[src/rtl/sensor_request_arbiter_pkg.sv]
// Shared channel indices, FSM encoding and round-robin helpers for the sensor request arbiter.
package sensor_request_arbiter_pkg;

  localparam int NUM_CH = 3;
  localparam int CH_NS  = 0;
  localparam int CH_PED = 1;
  localparam int CH_EW  = 2;

  typedef logic [NUM_CH-1:0] ch_vec_t;
  typedef logic [1:0]        ch_idx_t;

  typedef enum logic {
    ST_IDLE  = 1'b0,
    ST_GRANT = 1'b1
  } arb_state_t;

  // Pick the first requesting channel strictly after ptr, wrapping NS -> PED -> EW -> NS.
  function automatic ch_vec_t rr_pick(input ch_vec_t req, input ch_idx_t ptr);
    ch_vec_t pick;
    logic    found;
    int      idx;
    pick  = '0;
    found = 1'b0;
    for (int k = 1; k <= NUM_CH; k++) begin
      idx = (int'(ptr) + k) % NUM_CH;
      if (!found && req[idx]) begin
        pick[idx] = 1'b1;
        found     = 1'b1;
      end
    end
    return pick;
  endfunction

  function automatic ch_idx_t onehot_to_idx(input ch_vec_t vec);
    ch_idx_t idx;
    idx = ch_idx_t'(CH_NS);
    if (vec[CH_PED]) idx = ch_idx_t'(CH_PED);
    if (vec[CH_EW])  idx = ch_idx_t'(CH_EW);
    return idx;
  endfunction

endpackage

[src/rtl/sensor_request_arbiter_if.sv]
// Sensor/controller-facing bus of the arbiter; master drives sensors and served, slave is the arbiter.
interface sensor_request_arbiter_if;
  import sensor_request_arbiter_pkg::*;

  logic    car_ns;
  logic    car_ew;
  logic    ped;
  ch_vec_t served;
  ch_vec_t pending;
  ch_vec_t grant;
  logic    grant_valid;
  logic    starve;

  modport master (
    output car_ns, car_ew, ped, served,
    input  pending, grant, grant_valid, starve
  );

  modport slave (
    input  car_ns, car_ew, ped, served,
    output pending, grant, grant_valid, starve
  );

endinterface

[src/rtl/sensor_request_arbiter_persist_filter.sv]
// Two-flop synchronizer followed by a saturating persistence counter for one raw sensor level.
module persist_filter #(
  parameter int PERSIST = 2
) (
  input  logic clk,
  input  logic rst,
  input  logic raw,
  output logic filtered
);

  localparam int CNT_W = $clog2(PERSIST + 1);

  logic             sync_p0;
  logic             sync_p1;
  logic [CNT_W-1:0] cnt_p2;

  always_ff @(posedge clk) begin
    if (rst) begin
      sync_p0 <= 1'b0;
      sync_p1 <= 1'b0;
      cnt_p2  <= '0;
    end else begin
      // stage p0/p1: metastability guard
      sync_p0 <= raw;
      sync_p1 <= sync_p0;
      // stage p2: persistence count of consecutive synchronized-high cycles
      if (!sync_p1)
        cnt_p2 <= '0;
      else if (cnt_p2 != CNT_W'(PERSIST))
        cnt_p2 <= cnt_p2 + 1'b1;
    end
  end

  // Gating with sync_p1 makes a dropped level stop the request immediately.
  assign filtered = sync_p1 && (cnt_p2 == CNT_W'(PERSIST));

endmodule

[src/rtl/sensor_request_arbiter.sv]
// Sensor request arbiter: filters sensors, latches pending requests, grants one phase round-robin.
// Optional starvation override enabled by defining SENSOR_REQ_STARVE_EN.
module sensor_request_arbiter
  import sensor_request_arbiter_pkg::*;
#(
  parameter int PERSIST      = 2,
  parameter int WAIT_W       = 4,
  parameter int STARVE_LIMIT = 10
) (
  input logic clk,
  input logic rst,
  sensor_request_arbiter_if.slave bus
);

`ifdef SENSOR_REQ_STARVE_EN
  localparam logic STARVE_EN = 1'b1;
`else
  localparam logic STARVE_EN = 1'b0;
`endif

  ch_vec_t           raw;
  ch_vec_t           filtered;
  ch_vec_t           pending_q;
  ch_vec_t           granted;
  ch_vec_t           starved;
  ch_vec_t           pick;
  logic              use_starve;
  logic [WAIT_W-1:0] wait_q [NUM_CH];

  arb_state_t state_q, state_d;
  ch_vec_t    grant_q, grant_d;
  logic       starve_q, starve_d;
  ch_idx_t    ptr_q, ptr_d;

  assign raw = {bus.car_ew, bus.ped, bus.car_ns};

  for (genvar i = 0; i < NUM_CH; i++) begin : g_ch
    persist_filter #(.PERSIST(PERSIST)) u_filt (
      .clk      (clk),
      .rst      (rst),
      .raw      (raw[i]),
      .filtered (filtered[i])
    );
  end

  // Clear beats set so a served request re-arms only on the following edge.
  always_ff @(posedge clk) begin
    if (rst)
      pending_q <= '0;
    else
      pending_q <= (pending_q | filtered) & ~bus.served;
  end

  assign granted = (state_q == ST_GRANT) ? grant_q : '0;

  always_ff @(posedge clk) begin
    for (int i = 0; i < NUM_CH; i++) begin
      if (rst || !pending_q[i])
        wait_q[i] <= '0;
      else if (!granted[i] && (wait_q[i] != '1))
        wait_q[i] <= wait_q[i] + 1'b1;
    end
  end

  always_comb begin
    starved = '0;
    for (int i = 0; i < NUM_CH; i++)
      starved[i] = pending_q[i] && (wait_q[i] >= WAIT_W'(STARVE_LIMIT));
  end

  assign use_starve = STARVE_EN && (|starved);
  assign pick       = rr_pick(use_starve ? starved : pending_q, ptr_q);

  always_ff @(posedge clk) begin
    if (rst) begin
      state_q  <= ST_IDLE;
      grant_q  <= '0;
      starve_q <= 1'b0;
      ptr_q    <= ch_idx_t'(CH_EW);
    end else begin
      state_q  <= state_d;
      grant_q  <= grant_d;
      starve_q <= starve_d;
      ptr_q    <= ptr_d;
    end
  end

  always_comb begin
    state_d  = state_q;
    grant_d  = grant_q;
    starve_d = starve_q;
    ptr_d    = ptr_q;
    case (state_q)
      ST_IDLE: begin
        if (|pending_q) begin
          grant_d  = pick;
          starve_d = use_starve;
          state_d  = ST_GRANT;
        end
      end
      ST_GRANT: begin
        if (|(bus.served & grant_q)) begin
          ptr_d   = onehot_to_idx(grant_q);
          state_d = ST_IDLE;
        end
      end
      default: state_d = ST_IDLE;
    endcase
  end

  assign bus.pending     = pending_q;
  assign bus.grant_valid = (state_q == ST_GRANT);
  assign bus.grant       = granted;
  assign bus.starve      = (state_q == ST_GRANT) && starve_q;

endmodule

[src/flat_wrapper.sv]
// flat-port wrapper written by rule: the top's interface ports become plain ports
module sensor_request_arbiter_flat import sensor_request_arbiter_pkg::*;
#(
  parameter int PERSIST      = 2,
  parameter int WAIT_W       = 4,
  parameter int STARVE_LIMIT = 10
)
  (clk, rst, bus_car_ns, bus_car_ew, bus_ped, bus_served, bus_pending, bus_grant, bus_grant_valid, bus_starve);
  sensor_request_arbiter_if bus_i ();
  input logic clk;
  input logic rst;
  input wire logic [$bits(bus_i.car_ns)-1:0] bus_car_ns;
  input wire logic [$bits(bus_i.car_ew)-1:0] bus_car_ew;
  input wire logic [$bits(bus_i.ped)-1:0] bus_ped;
  input wire logic [$bits(bus_i.served)-1:0] bus_served;
  output wire logic [$bits(bus_i.pending)-1:0] bus_pending;
  output wire logic [$bits(bus_i.grant)-1:0] bus_grant;
  output wire logic [$bits(bus_i.grant_valid)-1:0] bus_grant_valid;
  output wire logic [$bits(bus_i.starve)-1:0] bus_starve;
  assign bus_i.car_ns = bus_car_ns;
  assign bus_i.car_ew = bus_car_ew;
  assign bus_i.ped = bus_ped;
  assign bus_i.served = bus_served;
  assign bus_pending = bus_i.pending;
  assign bus_grant = bus_i.grant;
  assign bus_grant_valid = bus_i.grant_valid;
  assign bus_starve = bus_i.starve;
  sensor_request_arbiter #(.PERSIST(PERSIST), .WAIT_W(WAIT_W), .STARVE_LIMIT(STARVE_LIMIT)) u_core (.clk(clk), .rst(rst), .bus(bus_i));
endmodule
[config.mk]
export PLATFORM = sky130hd
export DESIGN_NAME = sensor_request_arbiter_flat
export DESIGN_NICKNAME = d
export VERILOG_FILES = /design/src/rtl/sensor_request_arbiter_pkg.sv /design/src/rtl/sensor_request_arbiter_if.sv /design/src/rtl/sensor_request_arbiter_persist_filter.sv /design/src/rtl/sensor_request_arbiter.sv /design/src/flat_wrapper.sv
export SDC_FILE = /design/constraint.sdc
export NUM_CORES = 1
export LEC_CHECK = 0
export CAP_MARGIN = 20
export CORE_AREA = 3 3 50 52
export DETAILED_ROUTE_END_ITERATION = 8
export DIE_AREA = 0 0 53 55
export PLACE_DENSITY_LB_ADDON = 0.12
export SLEW_MARGIN = 20
export SYNTH_ARGS = -nofsm -noshare
export SYNTH_HDL_FRONTEND = slang
export SYNTH_SLANG_ARGS = --single-unit
[constraint.sdc]
create_clock -name clk -period 4.1 [get_ports clk]
set_clock_uncertainty 0.1 [all_clocks]
set_input_delay 0.82 -clock clk [delete_from_list [all_inputs] [get_ports clk]]
set_output_delay 0.82 -clock clk [all_outputs]
set_load 0.005 [all_outputs]
* Yosys cells after proc, flatten, opt, wreduce, memory -nomap -nowiden
Cells that the tools add are included.
** Storage, ports and cells
- Flip-flop bits (word level) :: 21
- Input port bits :: 8
- Output and inout bits :: 8
- Logic and storage cells :: 87
** Operators by class
- Add/sub/neg operators :: 6
- Divide/modulo/power cells :: 3
- Order comparisons :: 6
- Equality and inequality tests :: 6
- Multiplexer cells :: 26
- Bitwise gates (word level) :: 10
- Reduce and logical (&&, ||, !) cells :: 17
** Operator list (count)
- 32-bit by 1-bit greater-or-equal comparator with 1-bit output, second input constant :: 3
- 32-bit by 4-bit less-than comparator with 1-bit output, second input constant :: 3
- 32-bit by 3-bit modulo with 32-bit output, second input constant :: 3
- 1-bit 2-to-1 mux :: 14
- 3-bit 2-to-1 mux :: 4
- 3-bit OR :: 3
- 1-bit logical AND :: 8
- 2-bit by 1-bit adder with 2-bit output, second input constant :: 3
- 2-bit by 2-bit adder with 3-bit output, second input constant :: 2
- 3-bit AND :: 2
- 1-bit binary-select mux with 2-bit select :: 3
- 1-bit demux with 2-bit select :: 3
- 2-bit == test, second input constant :: 3
- 2-bit inequality test, second input constant :: 3
- 2-bit OR reduction :: 3
- 3-bit OR reduction :: 2
- 1-bit NOT :: 4
- 2-bit AND reduction :: 2
- 2-bit by 1-bit adder with 3-bit output, second input constant :: 1
- 3-bit NOT :: 1
- 1-bit logical NOT :: 2
- 2-bit 2-to-1 mux :: 1
- 1-bit case mux with 2 select lines :: 1

* Longest topological paths before layout
- Depth in word-level cells :: 12
- Mapped depth :: 7
- Depth with buffers taken out :: 7

* By module
A second synthesis with hierarchy kept.
** Unflattened totals
- Cell total of the unflattened synthesis :: 121
- Area total of the unflattened synthesis :: 1058.5 um^2
** Modules (own cells, without submodules)
- sensor_request_arbiter :: instances 1, cells an instance 76, area each 596.8 um^2
- persist_filter :: instances 3, cells an instance 15, area each 153.9 um^2

* Worst setup path after synthesis
No wires, ideal clock.
- Path kind :: input to register
- From :: input bus_served[0]
- To :: register u_core.ptr_q[1]
- Setup time :: 0.120 ns
- Data arrival time :: 1.582 ns
- Slack :: 2.298 ns
- Stages :: 4
- Cell sequence :: a222oi_1 -> nand2b_1 -> inv_1 -> a211o_1
** On the way
- Cells in the longest elaborated chain, start to end :: 3
** RTL lines
- start, declared :: line flat_wrapper.sv:15 : input wire logic [$bits(bus_i.served)-1:0] bus_served;
- 3-bit AND :: line sensor_request_arbiter.sv:102 : if (|(bus.served & grant_q)) begin
- 3-bit OR reduction :: line sensor_request_arbiter.sv:102
- 2-bit AND reduction (no source line)
- end signal, assigned :: line sensor_request_arbiter.sv:79 : ptr_q <= ch_idx_t'(CH_EW);
- end signal, assigned :: line sensor_request_arbiter.sv:84 : ptr_q <= ptr_d;
- end, declared :: line sensor_request_arbiter.sv:33 : ch_idx_t ptr_q, ptr_d;
Every way passes these cells.
A chain may end at the register's enable or synchronous reset.

* Worst setup path after layout
- From :: register u_core.pending_q[2] (netlist: u_core.bus.pending[2])
- To :: output bus_pending[2]
** RTL lines
- start, declared :: line sensor_request_arbiter.sv:23 : ch_vec_t pending_q;
- start signal, assigned :: line sensor_request_arbiter.sv:51 : pending_q <= (pending_q | filtered) & ~bus.served;
- end, declared :: line flat_wrapper.sv:16 : output wire logic [$bits(bus_i.pending)-1:0] bus_pending;
No word-level cell between the ends.

==> out/qor.txt <==
floorplan die area = 2915 um^2
hold-fix buffer count after cts = 0
number of detailed-route iterations in the first pass = 5
crit path cell chain = clkdlybuf4s50_1
critical-path maximum fanout = 10
CP peak stage delay = 0.58 ns
combined area of all synthesized cells = 1027 um^2
startpoint type of the worst setup path = flop
cell taking the most area after synthesis = dfxtp_1
Cell variety after synth = 33
setup tns final = 0 ns
flip-flop and latch area = 420.4 um^2
Max Root-Sink Buffers = 2
area taken by multi-input logic gates = 554.3 um^2
grt met2 use = 29.13%
final max-slew violation count = 0
Boundary Pins = 16
H-tree levels = 1
Final period util = 57.61%
cell count of the worst reg-to-reg path = 7
clock sinks = 21
Routed Antenna Nets = 0
flip-flop cell with the highest count after synthesis = dfxtp_1
Std-Cell Core Area = 2148 um^2
clock latency reported for the late side of the worst-skew pair = 0.30 ns
synth-to-layout area growth = 17.05%
vertical die dimension = 55 um
share of layout cells above drive strength 1 = 3.759%
maximum achievable frequency = 423.4 MHz
number of buffers inserted during clock tree synthesis = 3
stages on the worst setup path = 1
highest-delay cell along the critical path = clkdlybuf4s50_1
required time of the critical path = 3.18 ns
global routing's busiest layer = met2
Via-to-Cell Ratio = 5.429
count of mapped cells out of synthesis = 120
number of violations of the max-capacitance limit = 0
post-cts gate resize count = 0
number of warnings issued by yosys = 0
leading cell types by total area after synthesis = dfxtp_1, ha_1, nor2_1
Least-Margin Pin Slew = 0.5849 ns
Final Routed Wirelength = 1937 um
met3 demand-to-capacity share in global routing = 1.877%
unrepaired setup endpoints after global routing = false
Residual DRC = 0
routability cong. = 0.7709
launch instance of the worst min-delay path = u_core.g_ch[1].u_filt.sync_p0
final setup violation count = 0
Lkg Pwr = 0.4525 nW
Worst slew margin = 60.88%
status = finished, final reports clean
# port buffers = 14
RR Endpoint = u_core.grant_q[1]
width of the chip = 53 um
fraction of the core area covered by cells at the end of the flow = 55.97%
Synth async-reset ratio = 0%
master cell of the clock root buffer = clkbuf_4
origin of the critical flop-to-flop path = u_core.ptr_q[0]
number of post-CTS setup repair buffers = 0
power per cell area = 267.7 nW/um^2
synthesized net count = 135
overflow left after global routing = 0
TritonCTS clock tree = yes
leading post-synthesis cells by instance count = dfxtp_1, nor2_1, a21oi_1, nand2_1
final period demand of the worst path = 2.362 ns
hold depth = 1
largest vdd supply drop = 0.0002171 V
Post-layout nets = 149
internal reg-to-reg setup slack = 2.16 ns
Buffers & Inverters on Critical Path = 1
placed wire-length estimate = 1456 um
initial antenna violation count = 0
Fill cells = 211
leading cell type by number of instances after synthesis = dfxtp_1
detailed router's first-iteration violation count = 28
largest net degree at the start of global routing = 19
number of rows created at floorplan = 17
wire length of the first global-routing pass = 3325 um
EDFF count, synth = 0
largest delay contributor family on the critical path = buffers and inverters
type of the worst setup path = flop to output port
vias in the first global route = 805
GR Util met1 = 17.48%
post-synthesis register bit count = 21
Worst-path clk slew = 0.11 ns
final hold vios = 0
proportion of synthesized chip area in sequential cells = 40.93%
proportion of netlist area held by the largest area contributor = 40.93%
Worst EP arrival = 1.44 ns
vias after detailed routing = 874
path class of the lowest-slack min-delay path = flop to flop
Avg Synthesized Cell Area = 8.560 um^2
routed length per instance = 12.03 um
overall global routing resource usage = 15.58%
Inserted Diodes = 0
Min-Delay Endpoint = u_core.g_ch[1].u_filt.sync_p1
kind of end point of the critical path = output port
initial core utilization = 47.82%
cells in the final DEF (no fill, tap or decap), types with 2 or more instances in the layout:
cell type,count
and2_1,4
dfxtp_1,21
o211ai_1,3
o21ai_1,2
nor3_1,5
xor2_1,3
nand3_1,2
clkbuf_4,3
o21ai_0,2
inv_1,7
a32oi_1,2
a21oi_1,8
nor2b_1,7
ha_1,7
nand2_1,8
clkdlybuf4s50_1,14
nor2_1,14
nand2b_1,6
report_power, final:
part           internal [mW]  switching [mW]  total, mW
Sequential             0.208         0.00140      0.209
Clock                 0.0379          0.0597     0.0976
Combinational        0.00920         0.00609     0.0153
how the worst max path moves through the flow:
| stage | from | to | slack, ns |
|---|---|---|---|
| after global placement | bus_served[0] | u_core.ptr_q[1] | 1.81 |
| after CTS | u_core.bus.pending[2] | bus_pending[2] | 1.74 |
| after global routing | u_core.bus.pending[2] | bus_pending[2] | 1.68 |
| after floorplan | bus_served[0] | u_core.ptr_q[1] | 2.30 |
| after detailed placement | bus_served[0] | u_core.ptr_q[1] | 1.78 |
| final | u_core.bus.pending[2] | bus_pending[2] | 1.74 |
metal layers:
layer  vias to the layer above  wire (um)
li1                        437          -
met1                       403        915
met2                        29        894
met3                         5         91
met4                         0         36
met5                         -          0
state kept, by name (all words and copies together), names as in the netlist:
| register | flops |
|---|---|
| u_core.ptr_q | 2 |
| u_core.bus.pending | 3 |
| u_core.g_ch.u_filt.cnt_p2 | 6 |
| u_core.g_ch.u_filt.sync_p1 | 3 |
| u_core.bus.grant_valid | 1 |
| u_core.grant_q | 3 |
| u_core.g_ch.u_filt.sync_p0 | 3 |
worst reg2reg max path, stage by stage, from the launching register on:
cell and delay (ns):
dfxtp_1 0.40, inv_1 0.08, ha_1 0.43, nor3b_1 0.33
nand2_1 0.09, o21ai_0 0.08, a32oi_1 0.09, a211oi_1 0.26
kinds of logic (layout without fill, tap and decap cells):
family / count (synthesis) / in the layout / share of synthesized area (%)
muxes: 1 / 1 / 0.9745
AOI/OAI and AO/OA: 24 / 24 / 16.44
DFF: 21 / 21 / 40.93
xor gates and xnor gates: 3 / 3 / 2.558
adders and majority gates: 7 / 7 / 8.526
and+or+nand+nor: 51 / 51 / 25.09
other: 1 / 1 / 0.3651
buffers and inverters: 12 / 25 / 5.116
per-stage QoR:
| step | cells | instance area (um^2) | power [mW] | hold slack [ns] | worst slack (ns) |
|---|---|---|---|---|---|
| after floorplan | 120 | 1027 | 0.2207 | 0.3138 | 2.298 |
| after global placement | 157 | 1176 | 0.2287 | 0.3172 | 1.812 |
| after detailed placement | 157 | 1176 | 0.2291 | 0.3268 | 1.782 |
| after CTS | 161 | 1202 | 0.3256 | 0.3540 | 1.741 |
| after global routing | 161 | 1202 | 0.3325 | 0.3648 | 1.676 |
| final | 161 | 1202 | 0.3219 | 0.3513 | 1.738 |
cell type report:
| type | count | area share, % |
|---|---|---|
| clock buffer | 4 | 2.185 |
| timing repair buffer | 14 | 11.65 |
| sequential | 21 | 34.96 |
| tap | 28 | 2.914 |
| multi-input combinational | 87 | 46.10 |
| inverter | 7 | 2.185 |
(Power assumes the default switching activity.)
